==> src/rtl/sign_frame_ctrl.sv <==
// Frame sequencer for the byte sign-detect datapath: classifies accepted samples
// as negative/zero/positive, counts each class over FRAME_LEN samples and holds a report.
module sign_frame_ctrl #(
  parameter int WIDTH     = 8,
  parameter int FRAME_LEN = 4,
  localparam int CNT_W    = $clog2(FRAME_LEN + 1)
) (
  input  logic                    clk,
  input  logic                    rst_n,
  input  logic                    start,
  input  logic                    abort,
  input  logic                    in_valid,
  output logic                    in_ready,
  input  logic signed [WIDTH-1:0] in_data,
  output logic                    rpt_valid,
  input  logic                    rpt_ack,
  output logic [CNT_W-1:0]        neg_cnt,
  output logic [CNT_W-1:0]        zero_cnt,
  output logic [CNT_W-1:0]        pos_cnt,
  output logic                    last_sign,
  output logic                    busy
);

  typedef enum logic [1:0] {
    S_IDLE   = 2'd0,
    S_ACCUM  = 2'd1,
    S_REPORT = 2'd2
  } state_t;

  typedef enum logic [1:0] {
    CLS_NEG  = 2'd0,
    CLS_ZERO = 2'd1,
    CLS_POS  = 2'd2
  } cls_t;

  localparam logic [CNT_W-1:0] LAST_IDX = CNT_W'(FRAME_LEN - 1);
  localparam logic [CNT_W-1:0] CNT_ONE  = CNT_W'(1);

  state_t           state_q, state_d;
  logic [CNT_W-1:0] neg_q, neg_d;
  logic [CNT_W-1:0] zero_q, zero_d;
  logic [CNT_W-1:0] pos_q, pos_d;
  logic [CNT_W-1:0] idx_q, idx_d;
  logic             last_sign_q, last_sign_d;
  logic             accept;
  cls_t             cls;

  function automatic cls_t classify(input logic signed [WIDTH-1:0] s);
    if (s[WIDTH-1]) begin
      return CLS_NEG;
    end else if (s == '0) begin
      return CLS_ZERO;
    end else begin
      return CLS_POS;
    end
  endfunction

  assign accept = in_valid && in_ready;
  assign cls    = classify(in_data);

  // State register
  always_ff @(posedge clk or negedge rst_n) begin
    if (!rst_n) begin
      state_q <= S_IDLE;
    end else begin
      state_q <= state_d;
    end
  end

  // Next-state logic
  always_comb begin
    state_d = state_q;
    case (state_q)
      S_IDLE: begin
        if (start) state_d = S_ACCUM;
      end
      S_ACCUM: begin
        if (abort) begin
          state_d = S_IDLE;
        end else if (accept && (idx_q == LAST_IDX)) begin
          state_d = S_REPORT;
        end
      end
      S_REPORT: begin
        if (rpt_ack) state_d = start ? S_ACCUM : S_IDLE;
      end
      default: state_d = S_IDLE;
    endcase
  end

  // Output logic: only in_ready sees a live input (abort)
  always_comb begin
    in_ready  = 1'b0;
    busy      = 1'b0;
    rpt_valid = 1'b0;
    case (state_q)
      S_ACCUM: begin
        in_ready = !abort;
        busy     = 1'b1;
      end
      S_REPORT: begin
        rpt_valid = 1'b1;
        busy      = 1'b1;
      end
      default: ;
    endcase
  end

  // Counter/index next values; a new frame or an abort wipes the statistics
  always_comb begin
    neg_d       = neg_q;
    zero_d      = zero_q;
    pos_d       = pos_q;
    idx_d       = idx_q;
    last_sign_d = last_sign_q;
    case (state_q)
      S_IDLE: begin
        if (start) begin
          neg_d       = '0;
          zero_d      = '0;
          pos_d       = '0;
          idx_d       = '0;
          last_sign_d = 1'b0;
        end
      end
      S_ACCUM: begin
        if (abort) begin
          neg_d       = '0;
          zero_d      = '0;
          pos_d       = '0;
          idx_d       = '0;
          last_sign_d = 1'b0;
        end else if (accept) begin
          idx_d       = idx_q + CNT_ONE;
          last_sign_d = in_data[WIDTH-1];
          case (cls)
            CLS_NEG:  neg_d  = neg_q + CNT_ONE;
            CLS_ZERO: zero_d = zero_q + CNT_ONE;
            default:  pos_d  = pos_q + CNT_ONE;
          endcase
        end
      end
      S_REPORT: begin
        if (rpt_ack && start) begin
          neg_d       = '0;
          zero_d      = '0;
          pos_d       = '0;
          idx_d       = '0;
          last_sign_d = 1'b0;
        end
      end
      default: ;
    endcase
  end

  always_ff @(posedge clk or negedge rst_n) begin
    if (!rst_n) begin
      neg_q       <= '0;
      zero_q      <= '0;
      pos_q       <= '0;
      idx_q       <= '0;
      last_sign_q <= 1'b0;
    end else begin
      neg_q       <= neg_d;
      zero_q      <= zero_d;
      pos_q       <= pos_d;
      idx_q       <= idx_d;
      last_sign_q <= last_sign_d;
    end
  end

  assign neg_cnt   = neg_q;
  assign zero_cnt  = zero_q;
  assign pos_cnt   = pos_q;
  assign last_sign = last_sign_q;

endmodule

==> config.mk <==
export PLATFORM = sky130hd
export DESIGN_NAME = sign_frame_ctrl
export DESIGN_NICKNAME = d
export VERILOG_FILES = /design/src/rtl/sign_frame_ctrl.sv
export SDC_FILE = /design/constraint.sdc
export NUM_CORES = 1
export LEC_CHECK = 0
export ABC_AREA = 1
export BUFFER_PORTS_ARGS = -buffer_cell sky130_fd_sc_hd__buf_4
export CAP_MARGIN = 20
export CORE_AREA = 2 2 52 54
export CTS_CLUSTER_DIAMETER = 30
export DETAILED_ROUTE_END_ITERATION = 16
export DIE_AREA = 0 0 54 56
export PLACE_DENSITY = 0.64
export SYNTH_ARGS = -nofsm -noshare
export SYNTH_HDL_FRONTEND = slang
export SYNTH_SLANG_ARGS = --single-unit
==> constraint.sdc <==
create_clock -name clk -period 1.5 [get_ports clk]
set_clock_uncertainty 0.2 [all_clocks]
set_input_delay 0.075 -clock clk [delete_from_list [all_inputs] [get_ports clk]]
set_output_delay 0.075 -clock clk [all_outputs]
set_load 0.01 [all_outputs]
==> results of run 1 <==
## cells in the final DEF, fill, tap and decap left out
cell | netlist | routed
nand3_2 | 2 | 2
nor2_1 | 14 | 10
ha_4 | 0 | 4
a21oi_1 | 1 | 1
nor4_1 | 2 | 2
ha_1 | 9 | 5
mux2i_1 | 1 | 1
nand3_1 | 2 | 2
o22ai_1 | 1 | 1
o21ai_2 | 0 | 2
dfrtp_2 | 0 | 1
dfrtp_1 | 15 | 14
clkbuf_4 | 0 | 3
inv_6 | 0 | 1
nor3_1 | 2 | 2
nor2_4 | 1 | 1
nand2_4 | 0 | 2
nand2_1 | 39 | 35
nand2_2 | 4 | 6
dlygate4sd3_1 | 0 | 5
o21ai_1 | 0 | 3
nand4_1 | 6 | 6
buf_4 | 0 | 31
inv_2 | 2 | 4
o21ai_0 | 6 | 1
buf_6 | 1 | 3
inv_1 | 13 | 10
clkbuf_1 | 0 | 1
nor2_2 | 0 | 4
## state kept, by name (all words and copies together) (netlist names)
name and count:
zero_cnt 3, pos_cnt 3, idx_q 3, last_sign 1, neg_cnt 3, state_q 2
## cell type report
class / instances / area [µm²] / area share
clock buffer: 4 / 26.3 / 0.0188
sequential: 15 / 377 / 0.270
multi-input combinational: 90 / 577 / 0.413
inverter: 15 / 61.3 / 0.0439
timing repair buffer: 39 / 317 / 0.227
tap: 30 / 37.5 / 0.0269
## cell usage after synthesis
| master | count | area, µm² |
|---|---|---|
| dfrtp_1 | 15 | 375 |
| nor3_1 | 2 | 10.0 |
| o21ai_0 | 6 | 30.0 |
| nor2_4 | 1 | 11.3 |
| nand2_1 | 39 | 146 |
| nand3_1 | 2 | 10.0 |
| nor2_1 | 14 | 52.6 |
| mux2i_1 | 1 | 10.0 |
| ha_1 | 9 | 113 |
| nor4_1 | 2 | 12.5 |
| buf_6 | 1 | 11.3 |
| inv_1 | 13 | 48.8 |
| o22ai_1 | 1 | 6.26 |
| a21oi_1 | 1 | 5.00 |
| inv_2 | 2 | 7.51 |
| nand3_2 | 2 | 20.0 |
| nand4_1 | 6 | 37.5 |
| nand2_2 | 4 | 25.0 |
## worst max-delay path by stage
| stage | startpoint | to | slack, ns | cells past startpoint |
|---|---|---|---|---|
| 2_1_floorplan | state_q[1] | pos_cnt[2] | 0.002 | 9 |
| 3_3_place_gp | state_q[1] | zero_cnt[0] | -0.09 | 8 |
| 3_5_place_dp | state_q[1] | neg_cnt[2] | -0.11 | 8 |
| 4_1_cts | state_q[0] | state_q[1] | -0.09 | 8 |
| 5_1_grt | state_q[1] | idx_q[0] | -0.22 | 8 |
| 6_report | state_q[1] | idx_q[0] | -0.12 | 8 |
## power by group
| part | internal (W) | total [W] | switching (W) |
|---|---|---|---|
| registers | 0.000480 | 0.000557 | 0.0000776 |
| logic | 0.000483 | 0.00105 | 0.000569 |
| clock network | 0.000103 | 0.000237 | 0.000134 |
## worst max-delay path: cells and delay by family, from the launching register on
| family | cells | cell delay [ns] |
|---|---|---|
| adder cells (fa/ha/maj) | 1 | 0.16 |
| multiplexers | 1 | 0.11 |
| flip-flops | 1 | 0.42 |
| buffers and inverters | 2 | 0.29 |
| AND/OR/NAND/NOR | 4 | 0.37 |
## metrics by stage
step | instance area [µm²] | hold WS [ns]
global placement | 1200 | -0.255
detailed placement | 1200 | -0.255
global route | 1400 | 0.0173
finish | 1400 | 0.0000724
CTS | 1350 | 0.00223
floorplan | 952 | -0.421
## repair_timing
action                                 CTS  global route
resized for setup                       18             9
hold buffers                             5             0
pin swaps                               15             8
setup endpoints to repair               17            18
endpoints found under the hold margin   24             0
buffers inserted                         4             1
## metal layers
metal	wire length, µm	GRT usage	part of all wire	vias to the layer above
met3	54	0.0242	0.024	2
met5	0	0	0	-
met1	1020	0.201	0.45	418
li1	-	-	-	476
met2	1170	0.274	0.52	16
met4	10	0.0214	0.0044	0
## logic make-up (layout without fill, tap and decap cells)
logic type | count (synthesis) | count (layout) | synth area share
adders and majority gates | 9 | 9 | 0.121
DFF | 15 | 15 | 0.403
buffers and inverters | 16 | 58 | 0.0725
muxes | 1 | 1 | 0.0107
and+or+nand+nor | 72 | 72 | 0.349
AOI/OAI and AO/OA | 8 | 8 | 0.0443
==> impl_metrics.env, run 1 <==
export IMPL_dp_cells=180
export IMPL_antenna_left=0
export IMPL_num_fill_cells=211
export IMPL_vias_per_cell=4.73
export IMPL_finalWirelength_um=2260
export IMPL_p_leak_nw=0.746
export IMPL_maxCapViolCount=0
export IMPL_hold_start="in_data[4]"
export IMPL_rr_startpoint="state_q[1]"
export IMPL_final_cell_count_no_fill=193
export IMPL_finalCritPeriodShare=1.08
export IMPL_setup_viol=17
export IMPL_first_iter_violations=11
export IMPL_hpwl_um=1590
export IMPL_worstPathRequired_ns=1.51
export IMPL_clk_latency_ns=0.28
export IMPL_syn_to_final_growth_pct=49.7
export IMPL_crit_chain="buf_6 > ha_4 > nand2_4 > nand2_2 > nor2_4 > buf_6 > nand2_2 > mux2i_1"
export IMPL_drive_gt1_frac=0.393
export IMPL_drc=0
export IMPL_slowest_delay_ns=0.42
export IMPL_cts_sinks=15
export IMPL_clock_fmax_mhz=618
export IMPL_synthCells=121
export IMPL_critPathLaunchType="register"
export IMPL_hold_depth=6
export IMPL_antenna_found_initial=0
export IMPL_clockBufferDepth=2
export IMPL_rows=18
export IMPL_hp_class="in2reg"
export IMPL_yosysSeqAreaShare=0.403
export IMPL_end_kind="register"
export IMPL_fin_ws_ns=-0.119
export IMPL_slew_headroom=0.789
export IMPL_ys_ff_latch=15
export IMPL_path_clk_slew_ns=0.10
export IMPL_r2r_end="idx_q[0]"
export IMPL_avgSynthCellArea_um2=7.70
export IMPL_tightest_slew_ns=0.316
export IMPL_die_height_um=56
export IMPL_ys_types=18
export IMPL_period_needed_ns=1.62
export IMPL_drv_slew=0
export IMPL_finalPower_w=0.00185
export IMPL_root_buffer="clkbuf_4"
export IMPL_numCtsBuffers=3
export IMPL_failed_checks="negative setup slack"
export IMPL_status="finished, violations left"
export IMPL_grt_pass1_vias=848
export IMPL_start_util=0.383
export IMPL_drt_pass1_iter_count=4
export IMPL_path_class="reg2reg"
export IMPL_wire_per_inst_um=11.7
export IMPL_io_pins=27
export IMPL_finalSetupTns_ns=-1.29
export IMPL_die_area_um2=3020
export IMPL_gr_total_overflow=0
export IMPL_cts_tree="done"
export IMPL_track_usage=0.156
export IMPL_cpMaxStageDelayCell="dfrtp_1"
export IMPL_grt_pass1_wl_um=3620
export IMPL_rr_worst_depth=8
export IMPL_ff2ff_setup_slack_ns=-0.12
export IMPL_fin_util=0.574
export IMPL_hold_violations=0
export IMPL_cp_max_fo=7
export IMPL_rsz0062_at_grt="true"
export IMPL_antennaDiodeCount=0
export IMPL_whs_endpoint="zero_cnt[1]"
export IMPL_vdd_drop_max_mv=0.943
export IMPL_core_um2=2430
export IMPL_cp_data_arrival_time_ns=1.63
export IMPL_port_buffer_count=26
export IMPL_grt_max_degree=16
export IMPL_die_width_um=54
export IMPL_syn_area_um2=932
export IMPL_yosysWarnings=0
export IMPL_final_nets=187
export IMPL_place_congestion=0.795
export IMPL_htree_levels=1
export IMPL_power_density_nw_per_um2=1320
export IMPL_num_vias=912
export IMPL_dp_worst_setup_slack_ns=-0.111
export IMPL_mappedNetlistNets=144
Power figures use the tool's default switching activity.
==> inputs of run 2 (changes only) <==
--- a/config.mk
+++ b/config.mk
@@ -8,10 +8,10 @@
 export ABC_AREA = 1
 export BUFFER_PORTS_ARGS = -buffer_cell sky130_fd_sc_hd__buf_4
 export CAP_MARGIN = 20
-export CORE_AREA = 2 2 52 54
+export CORE_AREA = 2 2 50 56
 export CTS_CLUSTER_DIAMETER = 30
 export DETAILED_ROUTE_END_ITERATION = 16
-export DIE_AREA = 0 0 54 56
+export DIE_AREA = 0 0 52 58
 export PLACE_DENSITY = 0.64
 export SYNTH_ARGS = -nofsm -noshare
 export SYNTH_HDL_FRONTEND = slang
==> run 2 against run 1 <==
- combinational power up 6%
- final area up 3.6%
- power up 2.9%
- register-to-register slack worse by 0.05 ns
- the run still ends with negative setup slack left
- highest routed layer unchanged
==> impl_metrics.env, run 2 (synthesis gave the netlist of run 1 again) <==
export IMPL_status="finished, violations left"
export IMPL_failed_checks="negative setup slack"
export IMPL_wire_per_inst_um=12.4
export IMPL_hold_depth=6
export IMPL_syn_to_final_growth_pct=55.0
export IMPL_rr_startpoint="state_q[1]"
export IMPL_clock_fmax_mhz=600
export IMPL_grtUsageMet3=0.0335
export IMPL_path_class="reg2reg"
export IMPL_slowest_delay_ns=0.43
export IMPL_drc=0
export IMPL_grt_pass1_vias=973
export IMPL_antenna_left=0
export IMPL_cts_sinks=15
export IMPL_cp_max_fo=7
export IMPL_fin_util=0.590
export IMPL_rr_worst_depth=8
export IMPL_vias_per_cell=4.87
export IMPL_hold_start="in_data[6]"
export IMPL_finalSetupTns_ns=-1.86
export IMPL_worst_path_most_repeated_cell="nand2_4"
export IMPL_power_density_nw_per_um2=1320
export IMPL_fin_hold_ws_ns=0.0000522
export IMPL_grt_max_degree=16
export IMPL_first_iter_violations=18
export IMPL_maxCapViolCount=0
export IMPL_whs_endpoint="zero_cnt[1]"
export IMPL_finalCritPeriodShare=1.11
export IMPL_grtUsageMet2=0.327
export IMPL_end_kind="register"
export IMPL_fin_ws_ns=-0.167
export IMPL_finalPower_w=0.00190
export IMPL_port_buffer_count=26
export IMPL_p_leak_nw=0.777
export IMPL_track_usage=0.180
export IMPL_r2r_end="idx_q[0]"
export IMPL_grtUsageMet1=0.195
export IMPL_final_common_cell="nand2_1"
export IMPL_antenna_found_initial=0
export IMPL_gr_total_overflow=0
export IMPL_rows=19
export IMPL_hold_violations=0
export IMPL_hp_class="in2reg"
export IMPL_clk_latency_ns=0.29
export IMPL_setup_viol=17
export IMPL_dp_worst_setup_slack_ns=-0.147
export IMPL_finalWirelength_um=2450
export IMPL_place_congestion=0.810
export IMPL_grt_pass1_wl_um=4020
export IMPL_core_um2=2450
export IMPL_io_pins=27
export IMPL_drt_pass1_iter_count=4
export IMPL_slew_headroom=0.785
export IMPL_num_vias=964
export IMPL_period_needed_ns=1.67
export IMPL_final_nets=191
export IMPL_tightest_slew_ns=0.322
export IMPL_cp_data_arrival_time_ns=1.68
export IMPL_start_util=0.381
export IMPL_cpMaxStageDelayCell="dfrtp_1"
export IMPL_rsz0062_at_grt="true"
export IMPL_die_width_um=52
export IMPL_die_area_um2=3020
export IMPL_drive_gt1_frac=0.347
export IMPL_vdd_drop_max_mv=0.804
export IMPL_hpwl_um=1710
export IMPL_critPathLaunch="state_q[1]"
export IMPL_clockBufferDepth=2
export IMPL_root_buffer="clkbuf_4"
export IMPL_worstPathRequired_ns=1.52
export IMPL_drv_slew=0
export IMPL_path_clk_slew_ns=0.09
export IMPL_htree_levels=1
export IMPL_busiest_layer="met2"
export IMPL_die_height_um=58
export IMPL_antennaDiodeCount=0
export IMPL_final_cell_mix="nand2_1 (36), buf_4 (27), nor2_1 (14), dfrtp_1 (14), inv_1 (10)"
export IMPL_critPathLaunchType="register"
export IMPL_ff2ff_setup_slack_ns=-0.17
export IMPL_numCtsBuffers=3
export IMPL_crit_chain="buf_6 > ha_4 > nand2_4 > nand2_4 > nor2_4 > buf_6 > nand2_4 > mux2i_1"
export IMPL_cts_tree="done"
[run 2: timing repair]
action | 4_1_cts | 5_1_grt
hold buffers | 9 | 1
setup endpoints to repair | 17 | 33
pin swaps | 8 | 4
hold endpoints to repair | 26 | 11
setup buffers | 3 | 1
gates resized for setup | 15 | 9
[run 2: area by class of cell]
type / instances / area [µm²]
Timing Repair Buffer: 43 / 380
Tap cell: 31 / 38.8
Clock buffer: 4 / 26.3
Inverter: 15 / 58.8
Multi-Input combinational cell: 90 / 564
Sequential cell: 15 / 377
Fill cell: 220 / 1000
[run 2: power by group]
part | internal [W] | leakage (nW) | switching (W)
clock network | 0.000104 | 0.0150 | 0.000135
registers | 0.000480 | 0.203 | 0.0000756
logic | 0.000531 | 0.558 | 0.000576
total | 0.00111 | 0.777 | 0.000787
[run 2: per-layer routing]
layer  share of wire  vias up
met3           0.028        7
met5               0        -
met1            0.40      454
met2            0.55       18
li1                -      485
met4           0.029        0
[run 2: worst max path at each step]
stage               slack [ns]          end  depth (start not counted)
finish                   -0.17     idx_q[0]                          8
global placement         -0.08  zero_cnt[0]                          8
CTS                      -0.15     idx_q[0]                          8
global route             -0.29     idx_q[0]                          8
floorplan                0.002   pos_cnt[2]                          9
detailed placement       -0.15  zero_cnt[2]                          8
[run 2: per-stage QoR]
step,area (µm²),std cells
after global placement,1220,181
final,1450,198
after global routing,1450,198
after detailed placement,1220,181
after floorplan,952,121
after CTS,1410,197
[run 2: worst max-delay path, delay by kind of cell, from the launching register on]
kind / cells / cell delay [ns]
flops: 1 / 0.43
buf+inv: 2 / 0.29
mux: 1 / 0.13
simple gates: 4 / 0.37
fa+ha+maj: 1 / 0.16
==> inputs of run 3 (changes only) <==
--- a/config.mk
+++ b/config.mk
@@ -12,7 +12,7 @@
 export CTS_CLUSTER_DIAMETER = 30
 export DETAILED_ROUTE_END_ITERATION = 16
 export DIE_AREA = 0 0 52 58
-export PLACE_DENSITY = 0.64
+export PLACE_DENSITY = 0.71
 export SYNTH_ARGS = -nofsm -noshare
 export SYNTH_HDL_FRONTEND = slang
 export SYNTH_SLANG_ARGS = --single-unit
==> run 3 against run 2 <==
- global-route usage grew 0.12 points
- highest routed layer unchanged
- largest power group unchanged
- first-iteration DRC count shrank 22%
- the flow still finishes with violations (negative setup slack)
- clock power grew 5%
==> impl_metrics.env, run 3 (synthesis gave the netlist of run 1 again) <==
export IMPL_multi_input_area_um2=601
export IMPL_htree_levels=1
export IMPL_clock_fmax_mhz=597
export IMPL_slew_headroom=0.735
export IMPL_first_iter_violations=14
export IMPL_clockBufferDepth=2
export IMPL_worstPathRequired_ns=1.22
export IMPL_period_needed_ns=1.68
export IMPL_failed_checks="negative setup slack"
export IMPL_grt_pass1_vias=963
export IMPL_fin_ws_ns=-0.175
export IMPL_slowest_delay_ns=0.43
export IMPL_root_buffer="clkbuf_4"
export IMPL_cp_data_arrival_time_ns=1.40
export IMPL_rsz0062_at_grt="true"
export IMPL_status="finished, violations left"
export IMPL_syn_to_final_growth_pct=63.4
export IMPL_final_common_cell="nand2_1"
export IMPL_num_fill_cells=194
export IMPL_power_density_nw_per_um2=1330
export IMPL_drive_gt1_frac=0.382
export IMPL_maxCapViolCount=0
export IMPL_p_int_w=0.00115
export IMPL_cpMaxStageDelayCell="dfrtp_1"
export IMPL_track_usage=0.181
export IMPL_grt_pass1_wl_um=4110
export IMPL_comb_power_share=0.604
export IMPL_tightest_slew_ns=0.397
export IMPL_start_util=0.381
export IMPL_path_class="reg2out"
export IMPL_path_clk_slew_ns=0.09
export IMPL_core_um2=2450
export IMPL_gr_total_overflow=0
export IMPL_finalWirelength_um=2830
export IMPL_cp_max_fo=6
export IMPL_port_buffer_count=26
export IMPL_critPathLaunchType="register"
export IMPL_crit_chain="inv_2 > ha_4 > nand2_4 > inv_4 > buf_6 > buf_6"
export IMPL_clk_latency_ns=0.30
export IMPL_setup_viol=17
export IMPL_end_kind="primary output"
export IMPL_numCtsBuffers=3
export IMPL_finalCritPeriodShare=1.12
export IMPL_wire_per_inst_um=13.9
export IMPL_p_leak_nw=0.828
export IMPL_hold_violations=0
export IMPL_io_pins=27
export IMPL_worst_path_most_repeated_cell="buf_6"
export IMPL_final_nets=197
export IMPL_die_area_um2=3020
export IMPL_cp_top_family="flip-flops"
export IMPL_die_height_um=58
export IMPL_vdd_drop_max_mv=0.781
export IMPL_switchingPower_w=0.000878
export IMPL_sequentialPowerShare=0.273
export IMPL_rows=19
export IMPL_vias_per_cell=5.10
export IMPL_antennaDiodeCount=0
export IMPL_die_width_um=52
export IMPL_final_cell_mix="nand2_1 (35), buf_4 (31), dfrtp_1 (14), nor2_1 (13), dlygate4sd3_1 (12)"
export IMPL_place_congestion=0.767
export IMPL_cts_sinks=15
export IMPL_drc=0
export IMPL_drt_pass1_iter_count=5
export IMPL_drv_slew=0
export IMPL_cts_tree="done"
export IMPL_seqCellArea_um2=377
export IMPL_num_vias=1040
export IMPL_hp_class="in2reg"
export IMPL_antenna_left=0
export IMPL_fin_util=0.622
export IMPL_grt_max_degree=16
export IMPL_hpwl_um=1680
export IMPL_p_sw_frac=0.433
export IMPL_antenna_found_initial=0
export IMPL_clkPwrFrac=0.123
export IMPL_cp_buffers_inverters=4
export IMPL_finalPower_w=0.00203
-- run 3: changes by cell type in the layout (fill, tap and decap cells not counted), moves of 2 or more --
cell and delta:
dlygate4sd3_1 +3, nand2_4 +3, nand2_2 -2, buf_4 +4
-- run 3: cell type report --
| cell class | instances | share of cell area |
|---|---|---|
| multi-input cells | 90 | 0.394 |
| flip-flops and latches | 15 | 0.247 |
| inverters | 15 | 0.0386 |
| repair buffers | 49 | 0.276 |
| clock inverters | 1 | 0.00329 |
| clock buffers | 3 | 0.0148 |
| well taps | 31 | 0.0255 |
-- run 3: timing repair --
| action | 4_1_cts | 5_1_grt |
|---|---|---|
| setup buffers | 3 | 3 |
| setup endpoints to repair | 17 | 33 |
| pin swaps | 5 | 9 |
| gates resized for setup | 12 | 21 |
| hold buffers | 12 | 1 |
| hold endpoints to repair | 26 | 15 |
-- run 3: per-stage QoR --
| step | hold slack [ns] | cells | setup WS, ns | TNS, ns | area, µm² |
|---|---|---|---|---|---|
| floorplan | -0.421 | 121 | 0.00218 | 0 | 952 |
| global placement | -0.255 | 182 | -0.0782 | -0.566 | 1210 |
| detailed placement | -0.254 | 182 | -0.154 | -1.35 | 1210 |
| CTS | 0.00527 | 201 | -0.137 | -3.03 | 1430 |
| global route | 0.0650 | 204 | -0.231 | -3.32 | 1520 |
| finish | 0.0299 | 204 | -0.175 | -2.08 | 1520 |
-- run 3: power by group through the flow --
stage / logic (W) / clock network [W] / registers, W
2_1_floorplan: 0.000533 / 0 / 0.000560
3_3_place_gp: 0.000820 / 0 / 0.000549
3_5_place_dp: 0.000846 / 0 / 0.000553
4_1_cts: 0.00102 / 0.000261 / 0.000548
5_1_grt: 0.00132 / 0.000267 / 0.000563
6_report: 0.00123 / 0.000250 / 0.000555
-- run 3: final timing paths --
| kind | to | startpoint | cells after the start | slack [ns] |
|---|---|---|---|---|
| min in group asynchronous | neg_cnt[2] | rst_n | 3 | 0.49 |
| min reg2reg | idx_q[0] | idx_q[0] | 1 | 0.30 |
| max in group asynchronous | state_q[0] | rst_n | 3 | 0.40 |
| max reg2reg | idx_q[0] | state_q[1] | 8 | -0.17 |
| max | in_ready | state_q[1] | 6 | -0.18 |
| min | zero_cnt[1] | in_data[7] | 6 | 0.03 |
-- run 3: metal layers --
layer,share of wire,up-vias,global-route usage
li1,-,495,-
met1,0.39,503,0.224
met2,0.54,29,0.304
met3,0.038,13,0.0258
met4,0.027,0,0.0940
met5,0,-,0
-- run 3: tightest hold or removal path, delay by kind of cell --
| kind | cells | cell delay, ns |
|---|---|---|
| and+or+nand+nor | 5 | 0.33 |
| buffers and inverters | 1 | 0.08 |
